===== config.mk =====
export PLATFORM = sky130hd
export DESIGN_NAME = dmem_access_unit
export DESIGN_NICKNAME = d
export VERILOG_FILES = /design/src/rtl/riscv_mem_pkg.sv /design/src/rtl/store_lane_gen.sv /design/src/rtl/dmem_access_unit.sv
export SDC_FILE = /design/constraint.sdc
export NUM_CORES = 1
export LEC_CHECK = 0
export BUFFER_PORTS_ARGS = -buffer_cell sky130_fd_sc_hd__buf_2
export CORE_MARGIN = 2
export CORE_UTILIZATION = 29
export DETAILED_ROUTE_END_ITERATION = 10
export GPL_TIMING_DRIVEN = 0
export PLACE_DENSITY_LB_ADDON = 0.1
export SYNTH_ARGS = -nofsm -noshare
export SYNTH_HDL_FRONTEND = slang
export SYNTH_SLANG_ARGS = --single-unit

===== constraint.sdc =====
create_clock -name clk_in -period 3.04 [get_ports clk_in]
set_input_delay 0.608 -clock clk_in [delete_from_list [all_inputs] [get_ports clk_in]]
set_output_delay 0.608 -clock clk_in [all_outputs]
set_load 0.01 [all_outputs]

===== src/rtl/riscv_mem_pkg.sv =====
// Shared encodings for the data-memory access path: op sizes, access FSM states
// and byte-enable patterns.
package riscv_mem_pkg;

   localparam logic [1:0] SZ_BYTE = 2'b00;
   localparam logic [1:0] SZ_HALF = 2'b01;
   localparam logic [1:0] SZ_WORD = 2'b10;

   typedef enum logic {
      ST_IDLE = 1'b0,
      ST_BUSY = 1'b1
   } state_e;

   localparam logic [3:0] MASK_NONE    = 4'b0000;
   localparam logic [3:0] MASK_BYTE0   = 4'b0001;
   localparam logic [3:0] MASK_HALF_LO = 4'b0011;
   localparam logic [3:0] MASK_HALF_HI = 4'b1100;
   localparam logic [3:0] MASK_WORD    = 4'b1111;

endpackage


===== src/rtl/store_lane_gen.sv =====
// Combinational store lane replication, byte-enable generation and alignment check.
// Zero latency; no flow control. Size 2'b11 is handled as a word.
module store_lane_gen
   import riscv_mem_pkg::*;
(
   input  logic [1:0]  i_size,
   input  logic [1:0]  i_addr,
   input  logic [31:0] i_rs2,
   output logic [31:0] o_wdata,
   output logic [3:0]  o_wmask,
   output logic        o_aligned
);

   always_comb begin
      o_wdata   = i_rs2;
      o_wmask   = MASK_WORD;
      o_aligned = (i_addr == 2'b00);
      case (i_size)
         SZ_BYTE: begin
            o_wdata   = {4{i_rs2[7:0]}};
            o_wmask   = MASK_BYTE0 << i_addr;
            o_aligned = 1'b1;
         end
         SZ_HALF: begin
            o_wdata   = {2{i_rs2[15:0]}};
            o_wmask   = i_addr[1] ? MASK_HALF_HI : MASK_HALF_LO;
            o_aligned = ~i_addr[0];
         end
         default: begin
            o_wdata   = i_rs2;
            o_wmask   = MASK_WORD;
            o_aligned = (i_addr == 2'b00);
         end
      endcase
   end

endmodule


===== src/rtl/dmem_access_unit.sv =====
// Memory-stage load/store issue to data memory with req/ack handshake and timeout abort.
// Accept to done_out is 2+ cycles; stall_out holds the pipeline from accept until done/abort.
module dmem_access_unit
   import riscv_mem_pkg::*;
#(
   parameter int unsigned TIMEOUT_CYCLES = 16,
   parameter int unsigned CNT_W          = 5
) (
   input  logic        clk_in,
   input  logic        rst_in,
   input  logic        valid_in,
   input  logic        is_load_in,
   input  logic        is_store_in,
   input  logic [1:0]  size_in,
   input  logic [31:0] iadder_in,
   input  logic [31:0] rs2_in,
   output logic        stall_out,
   output logic        dm_req_out,
   output logic        dm_we_out,
   output logic [31:0] dm_addr_out,
   output logic [31:0] dm_wdata_out,
   output logic [3:0]  dm_wmask_out,
   input  logic        dm_ack_in,
   input  logic [31:0] dm_rdata_in,
   output logic [31:0] dmdata_out,
   output logic [1:0]  iadder_1_0_out,
   output logic        done_out,
   output logic        misaligned_out,
   output logic        bus_err_out
);

   localparam bit              LP_TO_EN    = (TIMEOUT_CYCLES != 0);
   localparam logic [CNT_W-1:0] LP_CNT_LAST = CNT_W'(LP_TO_EN ? TIMEOUT_CYCLES - 1 : 0);

   state_e            r_state;
   state_e            w_state_nxt;
   logic [CNT_W-1:0]  r_cnt;
   logic              r_is_load;
   logic              r_req;
   logic              r_we;
   logic [31:0]       r_addr;
   logic [31:0]       r_wdata;
   logic [3:0]        r_wmask;
   logic [31:0]       r_dmdata;
   logic [1:0]        r_a10;
   logic              r_done;
   logic              r_misal;
   logic              r_berr;

   logic [31:0]       w_wdata;
   logic [3:0]        w_wmask;
   logic              w_aligned;
   logic              w_op;
   logic              w_start;
   logic              w_misal;
   logic              w_timeout;
   logic              w_ack_done;
   logic              w_abort;

   store_lane_gen u_lane (
      .i_size    (size_in),
      .i_addr    (iadder_in[1:0]),
      .i_rs2     (rs2_in),
      .o_wdata   (w_wdata),
      .o_wmask   (w_wmask),
      .o_aligned (w_aligned)
   );

   assign w_op      = valid_in & (is_load_in | is_store_in);
   assign w_start   = (r_state == ST_IDLE) & w_op & w_aligned;
   assign w_misal   = (r_state == ST_IDLE) & w_op & ~w_aligned;
   assign w_timeout = LP_TO_EN & (r_cnt == LP_CNT_LAST);

   always_ff @(posedge clk_in or negedge rst_in) begin
      if (!rst_in) begin
         r_state <= ST_IDLE;
      end else begin
         r_state <= w_state_nxt;
      end
   end

   // An ack in the final timeout cycle still completes the access.
   always_comb begin
      w_state_nxt = r_state;
      w_ack_done  = 1'b0;
      w_abort     = 1'b0;
      case (r_state)
         ST_IDLE: begin
            if (w_start) begin
               w_state_nxt = ST_BUSY;
            end
         end
         ST_BUSY: begin
            if (dm_ack_in) begin
               w_state_nxt = ST_IDLE;
               w_ack_done  = 1'b1;
            end else if (w_timeout) begin
               w_state_nxt = ST_IDLE;
               w_abort     = 1'b1;
            end
         end
         default: begin
            w_state_nxt = ST_IDLE;
         end
      endcase
   end

   always_ff @(posedge clk_in or negedge rst_in) begin
      if (!rst_in) begin
         r_cnt     <= '0;
         r_is_load <= 1'b0;
         r_req     <= 1'b0;
         r_we      <= 1'b0;
         r_addr    <= '0;
         r_wdata   <= '0;
         r_wmask   <= '0;
         r_dmdata  <= '0;
         r_a10     <= '0;
         r_done    <= 1'b0;
         r_misal   <= 1'b0;
         r_berr    <= 1'b0;
      end else begin
         r_done  <= w_ack_done;
         r_misal <= w_misal;
         r_berr  <= w_abort;
         r_cnt   <= (LP_TO_EN && r_state == ST_BUSY && w_state_nxt == ST_BUSY) ? r_cnt + 1'b1 : '0;

         // Request fields stay frozen after completion; only req itself drops.
         if (w_start) begin
            r_req     <= 1'b1;
            r_we      <= is_store_in;
            r_addr    <= {iadder_in[31:2], 2'b00};
            r_wdata   <= w_wdata;
            r_wmask   <= is_store_in ? w_wmask : MASK_NONE;
            r_a10     <= iadder_in[1:0];
            r_is_load <= ~is_store_in;
         end else if (w_ack_done || w_abort) begin
            r_req <= 1'b0;
         end

         if (w_ack_done && r_is_load) begin
            r_dmdata <= dm_rdata_in;
         end
      end
   end

   assign stall_out      = (r_state == ST_BUSY) | w_start;
   assign dm_req_out     = r_req;
   assign dm_we_out      = r_we;
   assign dm_addr_out    = r_addr;
   assign dm_wdata_out   = r_wdata;
   assign dm_wmask_out   = r_wmask;
   assign dmdata_out     = r_dmdata;
   assign iadder_1_0_out = r_a10;
   assign done_out       = r_done;
   assign misaligned_out = r_misal;
   assign bus_err_out    = r_berr;

endmodule


== Word-level counts from Yosys, hierarchy flattened ==
Cells that the tools add are included.

* Flip-flop bits (word level): 112
* Input bits: 104
* Output and inout port bits: 108
* Word-level logic and storage cells: 50

* Add/subtract/negate cells: 1
* Equality and inequality tests: 2
* Shift operators: 1
* Mux-type cells: 17
* Bitwise logic cells: 10
* Reductions and logical operators: 6

{| class="wikitable"
|+ Operators by type and width
! operator !! number
|-
| one-hot mux 32 bit (2 select lines) || 1
|-
| two-way mux 1 bit || 10
|-
| two-way mux 4 bit || 2
|-
| one-hot mux 4 bit (2 select lines) || 1
|-
| adder 5 x 1 -> 5 bit, second input constant || 1
|-
| == test 5 x 4 -> 1 bit, second input constant || 1
|-
| two-way mux 5 bit || 1
|-
| bitwise AND 1 bit || 4
|-
| zero test 2 bit || 2
|-
| inverter 1 bit || 4
|-
| one-hot mux 1 bit (2 select lines) || 2
|-
| << shifter 1 x 2 -> 4 bit, first input constant || 1
|-
| == test 2 x 1 -> 1 bit, second input constant || 1
|-
| logical AND 1 bit || 2
|-
| bitwise OR 1 bit || 2
|-
| nonzero test 2 bit || 1
|-
| logical OR 1 bit || 1
|}

== Logic depth before layout (Yosys ltp) ==
* Depth after elaboration: 8
* Gate-level depth with buffers: 6
* Gate-level depth less buffers: 5

== By module ==
A second synthesis with hierarchy kept.

* Cells, all modules: 326
* Area total of the unflattened synthesis: 5,101.1 sq um

{| class="wikitable"
|+ Modules (own cells, without submodules)
! module !! times used !! cells an instance !! area an instance (sq um) !! seq. area each (sq um)
|-
| dmem_access_unit || 1 || 264 || 4,571.9 || 2,802.7
|-
| store_lane_gen || 1 || 62 || 529.3 || 0.0
|}

== Worst setup path after synthesis ==
OpenSTA, ideal clock, no wires.

* Path type: in2out
* Start: input port iadder_in[0]
* End: output port stall_out
* Arrival time: 1.660 ns
* Required time: 2.432 ns
* Setup slack: 0.772 ns
* Stages on the path: 5
* Buffers on the path: 2
* Path through: and2_4 -> or4_4 -> buf_6 -> buf_6 -> nand2b_1

* Cells in the longest elaborated chain, start to end: 4
* Elaborated cells on any way between the ends: 5
* Classes of those cells: 1 x mux; 3 x bitwise; 1 x reduce/logical

{| class="wikitable"
|+ Ends and longest elaborated chain
! what !! line !! text
|-
| start, declared || dmem_access_unit.sv:15 || <nowiki>input logic [31:0] iadder_in,</nowiki>
|-
| zero test 2 bit / inverter 1 bit (equally long branches) || store_lane_gen.sv:32, store_lane_gen.sv:27 ||
|-
| one-hot mux 1 bit (2 select lines) (*) || store_lane_gen.sv:18 || <nowiki>case (i_size)</nowiki>
|-
| bitwise AND 1 bit (*) || dmem_access_unit.sv:70 || <nowiki>assign w_start = (r_state == ST_IDLE) & w_op & w_aligned;</nowiki>
|-
| bitwise OR 1 bit (*) || dmem_access_unit.sv:147 || <nowiki>assign stall_out = (r_state == ST_BUSY) | w_start;</nowiki>
|-
| end, declared || dmem_access_unit.sv:17 || <nowiki>output logic stall_out,</nowiki>
|}

Mark *: on every way between the ends. The rest lies on a longest branch, timed or not.

== Worst setup path after layout ==
* Start: register r_state
* End: output port stall_out

* Cells in the longest elaborated chain, start to end: 4

{| class="wikitable"
|+ Ends and longest elaborated chain
! what !! line !! text
|-
| start, declared || dmem_access_unit.sv:35 || <nowiki>state_e r_state;</nowiki>
|-
| start signal, assigned || dmem_access_unit.sv:78 || <nowiki>r_state <= w_state_nxt;</nowiki>
|-
| inverter 1 bit || n/a ||
|-
| bitwise AND 1 bit (2 in series) || dmem_access_unit.sv:70 ||
|-
| bitwise OR 1 bit (*) || dmem_access_unit.sv:147 ||
|}

Marked as above.

==> results.yml <==
critical_path:
  rr_worst_depth: 5
  crit_cells: 6
  crit_arrival_ps: 2020
  critPathRequiredTime_ps: 2430
  crit_slowest_cell: "or4_4"
  critPathCapture: "stall_out"
  path_common_cell: "buf_6"
  regToRegStartpoint: "r_state"
  start_kind: "flip-flop"
  crit_path_start: "r_state"
  critPathKind: "flip-flop to output pin"
  rr_endpoint: "dm_addr_out[17]"
  critPathTopFamily: "simple AND/OR/NAND/NOR gates"
  cpPeakStageDelay_ps: 530
  rrSetupSlack_ps: 1150
  end_kind: "output pin"
  cp_cell_sequence: "nand2b_4 -> or4_4 -> buf_6 -> buf_6 -> nand2b_1 -> buf_2"
  path_buf_inv: 3
  worstPathMaxFanout: 10
drt:
  firstDrtPassIters: 4
  wl_per_cell_um: 15.6
  drt_iter0_drc: 84
  vias_per_cell: 4.18
  drc_errors: 0
  vias: 3184
  final_antenna_net_count: 0
  wl_um: 11900
clocking:
  cts_sinks: 112
  cts_tree: "yes"
  cts_setup_buffers: 0
  cts_hold_buf: 0
  cts_buffer_depth: 2
  clk_pin_slew_ps: 80
  cts_root_buffer: "clkbuf_16"
  cts_resized: 0
  cts_buffers: 9
  htreeDepth: 3
  worstSkewPairLatency_ps: 350
global_route:
  grt_antenna_before_repair: 1
  gr-usage-all-layers_pct: 13.2
  first_global_vias: 3350
  overflow: 0
  grt_pass1_wl_um: 18400
  grt_max_degree: 62
floorplan:
  core.rowCount: 47
  die_y_um: 135
  core_um2: 16600
  start_util_pct: 29.8
  die_x_um: 135
  die_area_um2: 18200
  num_io_pins: 212
sta:
  final-hold-violation-count: 0
  fin_ws_ps: 413
  rsz0062_at_grt: "false"
  slew-limit-headroom_pct: 44.9
  setup-violations-final: 0
  min_period_ps: 2630
  tightest_slew_ps: 824
  finalCritPeriodShare_pct: 86.4
  hold_slack_ps: 195
  fmax_mhz: 381
  drv_slew: 0
  clock_skew_ps: 10.9
power:
  pwr-share-comb_pct: 32.3
  intPower_mw: 3.67
  ir_worst_vdd_mv: 0.267
  p_leak_nw: 3.49
  switching_power_mw: 1.52
  pwr-share-seq_pct: 42.6
  powerDensity_nw_per_um2: 779
  p_clk_share_pct: 25.2
  swShare_pct: 29.2
layout:
  n_antenna_cell: 0
  regArea_um2: 2800
  final_core_util_pct: 40.0
  drive_above_1_share_pct: 66.0
  fillers: 1616
  area_growth_pct: 34.0
  fin_nets: 642
  multi_input_area_um2: 1950
synthesis:
  synth_seq_cells: 112
  synth_top_cell_area_share_pct: 56.5
  ys_warn_count: 0
  syn_inst: 314
  syn_area_per_cell_um2: 15.8
  synth_cell_types: 33
  synthesis.area_um2: 4960
  async_reset_ff_share_pct: 100
  synth_ff_type: "dfrtp_1"
  netlist_top_cells_area: "dfrtp_1, mux2_4, mux2_2, buf_12, mux2i_1"
  synth_common_cells: "dfrtp_1, mux2_4, mux2_2"
  synth-edff-count: 0
  yosysMostFrequentCell: "dfrtp_1"
  synth_top_area_cell: "dfrtp_1"
  yosysSeqAreaShare_pct: 56.5
place:
  hpwl_um: 8850
  io_buffer_count: 209
  post-place-ws_ps: 448
  gp_congestion: 0.731
hold_path:
  hold_path.class: "input port to async pin"
run_status:
  run_status: "finished clean"
job:
  cap_violations: 0
per-stage QoR:
stage | power, mW | TNS, ps | instance area [µm²] | instances
5_1_grt | 5.49 | 0 | 6650 | 761
3_3_place_gp | 3.90 | -6680 | 6290 | 744
4_1_cts | 5.28 | 0 | 6650 | 761
3_5_place_dp | 3.93 | 0 | 6320 | 745
6_report | 5.18 | 0 | 6650 | 761
2_1_floorplan | 3.18 | 0 | 4970 | 315
kinds of logic after synthesis:
family | share of synthesized area, %
adders and majority gates | 0.504
buffers and inverters | 4.26
xor gates and xnor gates | 0.353
DFF | 56.5
and+or+nand+nor | 3.10
other | 0.0755
AOI/OAI and AO/OA | 2.42
muxes | 32.8
worst min-delay path by stage:
stage                             endpoint  slack, ps     start  depth (start not counted)
after floorplan                bus_err_out        310    rst_in                          0
after global placement            r_cnt[0]        450  r_cnt[0]                          1
after detailed placement          r_cnt[0]        460  r_cnt[0]                          1
after CTS                 dm_wdata_out[18]        200    rst_in                          1
after global routing      dm_wdata_out[18]        220    rst_in                          1
final                     dm_wdata_out[18]        190    rst_in                          1
sequential cells by signal, summed over array words and instances (netlist names), 2 cells and up:
name and count:
dm_wdata_out 32, dmdata_out 32, dm_addr_out 30, dm_wmask_out 4
r_cnt 5, iadder_1_0_out 2
final cells by class:
cell class                      count  area share [%]
Buffer                             18            2.84
Clock buffer                       10            3.59
Clock inverter                      6            1.37
Inverter                            6           0.338
Multi-Input combinational cell    179            29.4
Sequential cell                   112            42.1
Tap cell                          220            4.14
Timing Repair Buffer              210            16.2
layout by cell type, fill, tap and decap left out, drive strengths merged, types with 2 or more instances in the layout:
cell type and n:
nand2b 3, nor2 8, clkinv 3, o21ai 9, mux2i 8, buf 226, and2 2, o41ai 2
inv 7, mux2 116, o31ai 3, clkbuf 12, conb 2, dfrtp 112, bufinv 2, nand2 10
ha 2, a21oi 4
power by group through the flow:
stage	sequential [mW]	combinational, mW	clock (mW)
floorplan	2.47	0.709	0
global placement	2.22	1.68	0
detailed placement	2.22	1.71	0
CTS	2.21	1.71	1.37
global route	2.27	1.79	1.43
finish	2.21	1.67	1.30
per-layer routing:
metal	routed length, µm	GRT usage, %
met5	16	0
met4	189	5.96
met3	798	3.34
met2	5580	20.6
met1	5310	17.4
worst reg2reg max path: cells and delay by family, from the launching register on:
| kind | cells | cell delay, ps |
|---|---|---|
| flip-flops | 1 | 410 |
| AND/OR/NAND/NOR | 2 | 690 |
| buffers and inverters | 2 | 370 |
| multiplexers | 1 | 300 |
(Power assumes the default switching activity.)
